<file path="src/rtl/gol_pkg.sv">
// Shared types and rule constants for the Game-of-Life grid engine.
package gol_pkg;

    typedef enum logic {
        IDLE = 1'b0,
        RUN  = 1'b1
    } state_t;

    typedef logic [3:0] nbr_cnt_t;

    localparam nbr_cnt_t BIRTH_N   = 4'd3;
    localparam nbr_cnt_t SURVIVE_N = 4'd2;

endpackage

</file>
<file path="src/rtl/gol_cell.sv">
// Single Game-of-Life cell rule: counts the eight neighbour bits and
// applies the birth/survival rule to produce the cell's next state.
module gol_cell
    import gol_pkg::*;
(
    input  logic [7:0] nbr,
    input  logic       cur,
    output logic       nxt
);

    nbr_cnt_t cnt;

    always_comb begin
        cnt = '0;
        for (int i = 0; i < 8; i++) begin
            cnt = cnt + nbr_cnt_t'(nbr[i]);
        end
        nxt = (cnt == BIRTH_N) || (cur && (cnt == SURVIVE_N));
    end

endmodule

</file>
<file path="src/rtl/gol_grid_engine.sv">
// WIDTH x HEIGHT Game-of-Life array, one generation per clock with early stop.
// Define GOL_TORUS_EN for wrap-around edges; otherwise outside cells are dead.
module gol_grid_engine
    import gol_pkg::*;
#(
    parameter int WIDTH  = 8,
    parameter int HEIGHT = 8,
    parameter int GEN_W  = 8,
    parameter int ROW_W  = 3
) (
    input  logic              clk,
    input  logic              rst,
    input  logic              load_en,
    input  logic [ROW_W-1:0]  load_row,
    input  logic [WIDTH-1:0]  load_data,
    input  logic              start,
    input  logic [GEN_W-1:0]  gens,
    output logic              busy,
    output logic              done,
    output logic              stable,
    output logic [GEN_W-1:0]  gen_count,
    input  logic [ROW_W-1:0]  rd_row,
    output logic [WIDTH-1:0]  rd_data,
    output logic              alive_any
);

    typedef logic [HEIGHT-1:0][WIDTH-1:0] grid_t;

    state_t           state_q, state_d;
    grid_t            grid_q, grid_d, grid_nxt;
    logic [GEN_W-1:0] gens_q, gens_d;
    logic [GEN_W-1:0] gen_count_q, gen_count_d, gen_inc;
    logic             stable_q, stable_d;
    logic             done_q, done_d;
    logic             busy_q, busy_d;

    // Neighbour indices are resolved at elaboration; only the edge policy differs.
    for (genvar r = 0; r < HEIGHT; r++) begin : g_row
        for (genvar c = 0; c < WIDTH; c++) begin : g_col
            localparam int RU = (r == 0) ? HEIGHT - 1 : r - 1;
            localparam int RD = (r == HEIGHT - 1) ? 0 : r + 1;
            localparam int CL = (c == 0) ? WIDTH - 1 : c - 1;
            localparam int CR = (c == WIDTH - 1) ? 0 : c + 1;
            logic [7:0] nbr;
`ifdef GOL_TORUS_EN
            assign nbr = {grid_q[RU][CL], grid_q[RU][c], grid_q[RU][CR],
                          grid_q[r][CL],                 grid_q[r][CR],
                          grid_q[RD][CL], grid_q[RD][c], grid_q[RD][CR]};
`else
            localparam bit VU = (r > 0);
            localparam bit VD = (r < HEIGHT - 1);
            localparam bit VL = (c > 0);
            localparam bit VR = (c < WIDTH - 1);
            assign nbr = {(VU && VL) ? grid_q[RU][CL] : 1'b0,
                          VU         ? grid_q[RU][c]  : 1'b0,
                          (VU && VR) ? grid_q[RU][CR] : 1'b0,
                          VL         ? grid_q[r][CL]  : 1'b0,
                          VR         ? grid_q[r][CR]  : 1'b0,
                          (VD && VL) ? grid_q[RD][CL] : 1'b0,
                          VD         ? grid_q[RD][c]  : 1'b0,
                          (VD && VR) ? grid_q[RD][CR] : 1'b0};
`endif
            gol_cell u_cell (
                .nbr (nbr),
                .cur (grid_q[r][c]),
                .nxt (grid_nxt[r][c])
            );
        end
    end

    assign gen_inc = gen_count_q + GEN_W'(1);

    always_comb begin
        state_d     = state_q;
        grid_d      = grid_q;
        gens_d      = gens_q;
        gen_count_d = gen_count_q;
        stable_d    = stable_q;
        done_d      = 1'b0;
        case (state_q)
            IDLE: begin
                if (load_en) begin
                    for (int r = 0; r < HEIGHT; r++) begin
                        if (load_row == ROW_W'(r)) begin
                            grid_d[r] = load_data;
                            stable_d  = 1'b0;
                        end
                    end
                end else if (start) begin
                    gen_count_d = '0;
                    stable_d    = 1'b0;
                    if (gens == '0) begin
                        done_d = 1'b1;
                    end else begin
                        gens_d  = gens;
                        state_d = RUN;
                    end
                end
            end
            RUN: begin
                grid_d      = grid_nxt;
                gen_count_d = gen_inc;
                if (grid_nxt == grid_q) begin
                    stable_d = 1'b1;
                    state_d  = IDLE;
                    done_d   = 1'b1;
                end else if (gen_inc == gens_q) begin
                    state_d = IDLE;
                    done_d  = 1'b1;
                end
            end
            default: state_d = IDLE;
        endcase
        busy_d = (state_d == RUN);
    end

    always_ff @(posedge clk or posedge rst) begin
        if (rst) begin
            state_q     <= IDLE;
            grid_q      <= '0;
            gens_q      <= '0;
            gen_count_q <= '0;
            stable_q    <= 1'b0;
            done_q      <= 1'b0;
            busy_q      <= 1'b0;
        end else begin
            state_q     <= state_d;
            grid_q      <= grid_d;
            gens_q      <= gens_d;
            gen_count_q <= gen_count_d;
            stable_q    <= stable_d;
            done_q      <= done_d;
            busy_q      <= busy_d;
        end
    end

    always_comb begin
        rd_data = '0;
        for (int r = 0; r < HEIGHT; r++) begin
            if (rd_row == ROW_W'(r)) begin
                rd_data = grid_q[r];
            end
        end
    end

    assign busy      = busy_q;
    assign done      = done_q;
    assign stable    = stable_q;
    assign gen_count = gen_count_q;
    assign alive_any = |grid_q;

endmodule

</file>
<file path="config.mk">
export PLATFORM = sky130hd
export DESIGN_NAME = gol_grid_engine
export DESIGN_NICKNAME = d
export VERILOG_FILES = /design/src/rtl/gol_pkg.sv /design/src/rtl/gol_cell.sv /design/src/rtl/gol_grid_engine.sv
export SDC_FILE = /design/constraint.sdc
export NUM_CORES = 1
export LEC_CHECK = 0
export CAP_MARGIN = 20
export CORE_ASPECT_RATIO = 0.75
export CORE_UTILIZATION = 65
export CTS_CLUSTER_DIAMETER = 120
export DETAILED_ROUTE_END_ITERATION = 10
export PLACE_DENSITY = 0.84
export SLEW_MARGIN = 20
export SYNTH_ARGS = -nofsm -noshare
export SYNTH_HDL_FRONTEND = slang
export SYNTH_SLANG_ARGS = --single-unit
</file>
<file path="constraint.sdc">
create_clock -name clk -period 11.8 [get_ports clk]
set_clock_uncertainty 0.1 [all_clocks]
set_input_delay 3.54 -clock clk [delete_from_list [all_inputs] [get_ports clk]]
set_output_delay 3.54 -clock clk [all_outputs]
set_load 0.02 [all_outputs]
</file>
**Word-level counts from Yosys, hierarchy flattened**

Index checks and enable logic that the tools add are counted.

- Flip-flop bits (word level): 83
- Input bits: 26
- Output and inout bits: 20
- Word-level logic and storage cells: 712

- Add/subtract/negate cells: 350
- Equality and inequality tests: 158
- Multiplexer cells: 45
- Bitwise gates (word level): 3
- Reduce and logical (&&, ||, !) cells: 143

Operators by type and width:

| kind | number |
|---|---|
| 4-bit by 1-bit adder with 4-bit output | 292 |
| 4-bit by 2-bit equality test with 1-bit output, second input constant | 128 |
| 8-bit two-way mux | 18 |
| 64-bit one-hot mux with 2 select lines | 1 |
| 1-bit by 1-bit adder with 2-bit output | 57 |
| 64-bit equality test | 1 |
| 1-bit logical AND | 64 |
| 1-bit logical OR | 64 |
| 64-bit two-way mux | 1 |
| 64-bit OR reduction | 1 |
| 3-bit equality test, second input constant | 8 |
| 2-bit != test, second input constant | 11 |
| 1-bit two-way mux | 21 |
| 2-bit AND reduction | 9 |
| 8-bit one-hot mux with 2 select lines | 1 |
| 3-bit by 2-bit equality test with 1-bit output, second input constant | 4 |
| 10-bit != test, second input constant | 1 |
| 8-bit by 1-bit adder with 8-bit output, second input constant | 1 |
| 8-bit equality test | 1 |
| 8-bit zero test | 1 |
| 3-bit by 1-bit equality test with 1-bit output, second input constant | 2 |
| 3-bit zero test | 2 |
| 1-bit one-hot mux with 2 select lines | 3 |
| 4-bit AND reduction | 1 |
| other kinds (4) | 6 |

**Depth between registers and ports, before layout**

- Word-level depth: 13
- Gate-level depth with buffers: 17
- Mapped depth without buffers: 17

**By module**

A second synthesis with hierarchy kept.

- Cells, all modules: 2004
- Area, all modules: 17722.0 um2

Modules (own cells, without submodules):

| module | times used | cells an instance | area each (um2) | seq. area each (um2) |
|---|---|---|---|---|
| gol_cell (g_row[0].g_col[0].u_cell ...) | 40 | 23 | 200.2 | 0.0 |
| gol_grid_engine | 1 | 532 | 5270.1 | 2077.0 |
| gol_cell (g_row[2].g_col[6].u_cell ...) | 24 | 23 | 185.2 | 0.0 |

**Worst setup path before layout**

OpenSTA, ideal clock, no wires.

- Path type: input to output
- From: input rd_row[1]
- To: output rd_data[6]
- Data arrival time: 5.310 ns
- Data required time: 8.160 ns
- Setup slack: 2.850 ns
- Stages: 4
- Path buffers: 2
- Path through: clkbuf_1 -> clkbuf_1 -> mux4_2 -> o21ai_0

- Cells in the longest elaborated chain, start to end: 9
- Elaborated cells on any way between the ends: 16
- Classes of those cells: eq/ne (7); mux (8); reduce/logical (1)

Ends and longest elaborated chain:

| item | line | text |
|---|---|---|
| start, declared | gol_grid_engine.sv:22 | `input logic [ROW_W-1:0] rd_row,` |
| 3-bit zero test | gol_grid_engine.sv:140 | `if (rd_row == ROW_W'(r)) begin` |
| 8-bit two-way mux (7 in a row) | gol_grid_engine.sv:140 |  |
| 8-bit two-way mux * | gol_grid_engine.sv:140 |  |
| end, declared | gol_grid_engine.sv:23 | `output logic [WIDTH-1:0] rd_data,` |

Mark *: on every way between the ends. The rest lies on a longest branch, timed or not.

**Final worst setup path**

- From: input rd_row[0]
- To: output rd_data[5]

Same word-level chain as after synthesis.

==> qor.txt <==
================================================================================
I/O Pins                                                                      46
Critical path arrival                                                    6.25 ns
Commonest cells after routing, fill and taps aside                  sky130_fd_sc_hd__inv_1 (362), sky130_fd_sc_hd__fa_1 (196), sky130_fd_sc_hd__ha_1 (187), sky130_fd_sc_hd__nor2_1 (111), sky130_fd_sc_hd__dfrtp_1 (82)
Critical path data required time                                         8.16 ns
Total detailed-routing wirelength                                        50.8 mm
Async SR Flop Fraction                                                      1.00
Type of the most critical hold path                                 flop to flop
Cell occurring most often along the worst timing path               sky130_fd_sc_hd__clkdlybuf4s50_1
Die outline height                                                        133 um
CTS root buf                                                        sky130_fd_sc_hd__clkbuf_16
Worst slew pin tran                                                      1.26 ns
Total global routing overflow                                                  0
1st-iter DRT viols                                                          1757
Number of flops mapped to enable cells by yosys                                0
Layout Cells excl Fill                                                      1944
Count of state elements after synthesis                                       83
Die area                                                            0.0235 sq mm
Seq/Total Area, Yosys                                                      0.140
Total CTS buffers                                                              9
Crit-path max FO                                                              16
Clock insertion delay at the later pin of the skew report                0.38 ns
Post-cts gate resize count                                                     0
Remaining design rule violation count                                          0
GR Util All Layers                                                         0.457
Final Hold Viols                                                               0
Status                                                              finished clean
Fraction of final layout cells sized beyond drive strength 1              0.0467
Chip Width                                                                177 um
Area of the mapped netlist                                          0.0149 sq mm
MaxCap Viol Count                                                              0
Initial DRT Pass Iterations                                                    6
Wire length of the first global-routing pass                             77.9 mm
Final setup vio count                                                          0
Clock Tree Buf Depth                                                           2
Area Growth Syn to Fin                                                     7.18%
Synthesized instance count                                                  1612
Stage delay of the slowest cell on the critical path                     1.21 ns
DRT antenna net count                                                          0
Htree depth                                                                    3
Startpoint type of the worst setup path                             primary input
Vias per cell                                                               6.70
Number of buffers inserted by port buffering                                  45
TritonCTS clock tree                                                        done
Critical Path Sink Type                                             primary output
Net Count, Synth                                                            2021
Initial Util                                                               0.669
Half-perimeter wire length after detailed placement                      40.1 mm
Share of the clock period used by the worst path                           0.838
Vias                                                                       13000
Setup Total Neg Slack                                                       0 ns
Most common library cell in the layout ignoring fill and taps       sky130_fd_sc_hd__inv_1
Setup Crit Path Kind                                                primary input to primary output
RSZ-0062 raised after global routing                                       false
CP max stage cell                                                   sky130_fd_sc_hd__clkdlybuf4s50_1
Number of antenna violations at the first check in global routing              4
Per-cell routed wire length                                              26.1 um
CP Cell Sequence                                                    clkdlybuf4s50_1 -> mux4_2 -> mux2_2 -> clkdlybuf4s50_1
Maximum clock rate                                                     0.101 GHz
Floorplan core area                                                 0.0222 sq mm
Total number of clock tree sinks                                              83
Final net count                                                             2053
Worst slew margin relative to its limit                                    0.149
CTS clock-pin slew for the worst setup and hold paths                    0.07 ns
Largest net degree at the start of global routing                             63
Number of different library cells in the post-synthesis netlist               75
Last weighted congestion value of the routability-driven placer             1.08
Synthesis Warnings                                                             0
Num rows                                                                      47
Max Transition Viols Final                                                     0
Syn_area_per_cell                                                     9.22 sq um
Placed cell count                                                           1927
Min cycle time layout                                                    9.89 ns
Vias in the first global route                                             13000
Dominant register cell in the synthesized netlist                   sky130_fd_sc_hd__dfrtp_1
Hold buffers post-CTS                                                          0
Setup bufs post-CTS                                                            0
================================================================================
routing by layer:
metal / share of wire / wire, um / global-route usage / up-vias
li1: - / - / - / 5488
met1: 0.38 / 19400 / 0.622 / 6380
met2: 0.42 / 21400 / 0.656 / 954
met3: 0.15 / 7570 / 0.159 / 199
met4: 0.048 / 2430 / 0.204 / 0
met5: 0 / 0 / 0 / -
worst max-delay path, delay by kind of cell:
| kind | cells | cell delay (ns) |
|---|---|---|
| buffers and inverters | 2 | 1.76 |
| muxes | 2 | 0.93 |
logic make-up (layout without fill, tap and decap cells):
kind of cell,after synthesis,after routing,share of synthesized area
compound gates,274,274,0.121
xor+xnor,14,14,0.00825
fa+ha+maj,383,383,0.421
buf+inv,398,435,0.102
flops,83,83,0.140
mux,75,75,0.0653
other cells,0,1,0
simple gates,385,385,0.142
path summary, 6_finish.rpt:
check / slack, ns / from / to / cells after the start
max in group asynchronous: 6.92 / rst / busy$_DFF_PP0_ / 3
worst min-delay path: 0.43 / gens_q[1]$_DFFE_PP0P_ / gens_q[1]$_DFFE_PP0P_ / 1
min in group asynchronous: 3.38 / rst / gen_count[0]$_DFFE_PP0P_ / 2
worst max-delay path: 1.91 / rd_row[0] / rd_data[5] / 4
worst max register to register: 5.82 / g_row[5].g_col[2].nbr[0]$_DFFE_PP0P_ / busy$_DFF_PP0_ / 17
worst min register to register: 0.43 / gens_q[1]$_DFFE_PP0P_ / gens_q[1]$_DFFE_PP0P_ / 1
stage by stage:
stage | util | area [sq um] | hold slack [ns] | setup slack (ns)
floorplan | - | 14900 | 0.401 | 2.85
global placement | 0.702 | 15600 | 0.407 | 2.06
detailed placement | 0.702 | 15600 | 0.416 | 1.98
CTS | 0.716 | 15900 | 0.432 | 1.97
global route | 0.716 | 15900 | 0.443 | 1.84
finish | 0.717 | 15900 | 0.431 | 1.91
Yosys cell counts, types with 6 or more instances:
cell,n,share of area
sky130_fd_sc_hd__ha_1,187,0.16
sky130_fd_sc_hd__a21oi_1,60,0.020
sky130_fd_sc_hd__nor4bb_1,13,0.0088
sky130_fd_sc_hd__nand3b_1,7,0.0035
sky130_fd_sc_hd__o21ai_0,73,0.025
sky130_fd_sc_hd__mux2i_1,44,0.030
sky130_fd_sc_hd__mux4_2,16,0.024
sky130_fd_sc_hd__nand2_1,61,0.015
sky130_fd_sc_hd__dfrtp_1,83,0.14
sky130_fd_sc_hd__nor4b_1,10,0.0059
sky130_fd_sc_hd__clkbuf_1,29,0.0073
sky130_fd_sc_hd__mux2_2,15,0.011
sky130_fd_sc_hd__a221oi_1,15,0.0088
sky130_fd_sc_hd__nand4_1,27,0.011
sky130_fd_sc_hd__nand3_1,25,0.0084
sky130_fd_sc_hd__nor3_1,8,0.0027
sky130_fd_sc_hd__nor3b_1,21,0.011
sky130_fd_sc_hd__nand2b_1,25,0.011
sky130_fd_sc_hd__o22ai_1,11,0.0046
sky130_fd_sc_hd__xnor2_1,9,0.0053
sky130_fd_sc_hd__nor2b_1,28,0.012
sky130_fd_sc_hd__or4_1,7,0.0035
sky130_fd_sc_hd__nor4_1,13,0.0055
sky130_fd_sc_hd__inv_1,364,0.092
sky130_fd_sc_hd__nor2_1,111,0.028
sky130_fd_sc_hd__a22o_1,9,0.0053
sky130_fd_sc_hd__fa_1,196,0.26
sky130_fd_sc_hd__a31oi_1,16,0.0067
sky130_fd_sc_hd__a2111oi_0,6,0.0035
sky130_fd_sc_hd__a21boi_0,13,0.0066
sky130_fd_sc_hd__a211oi_1,22,0.011
sky130_fd_sc_hd__or3_1,6,0.0025
sequential cells by signal (all words and copies together) (netlist names):
| name | cells |
|---|---|
| done | 1 |
| g_row.g_col.nbr | 64 |
| gen_count | 8 |
| busy | 1 |
| stable | 1 |
| gens_q | 8 |
final cells by class:
cell class,instances,area (sq um)
multi-input cells,1131,11300
diodes,1,2.50
inverters,364,1370
repair buffers,55,526
fillers,1667,6300
clock buffers,11,253
well taps,294,368
flip-flops and latches,83,2080
clock inverters,5,60.1
Power is not shown: default switching activity piles up to over one toggle a cycle in this logic, so the estimate is an artifact.
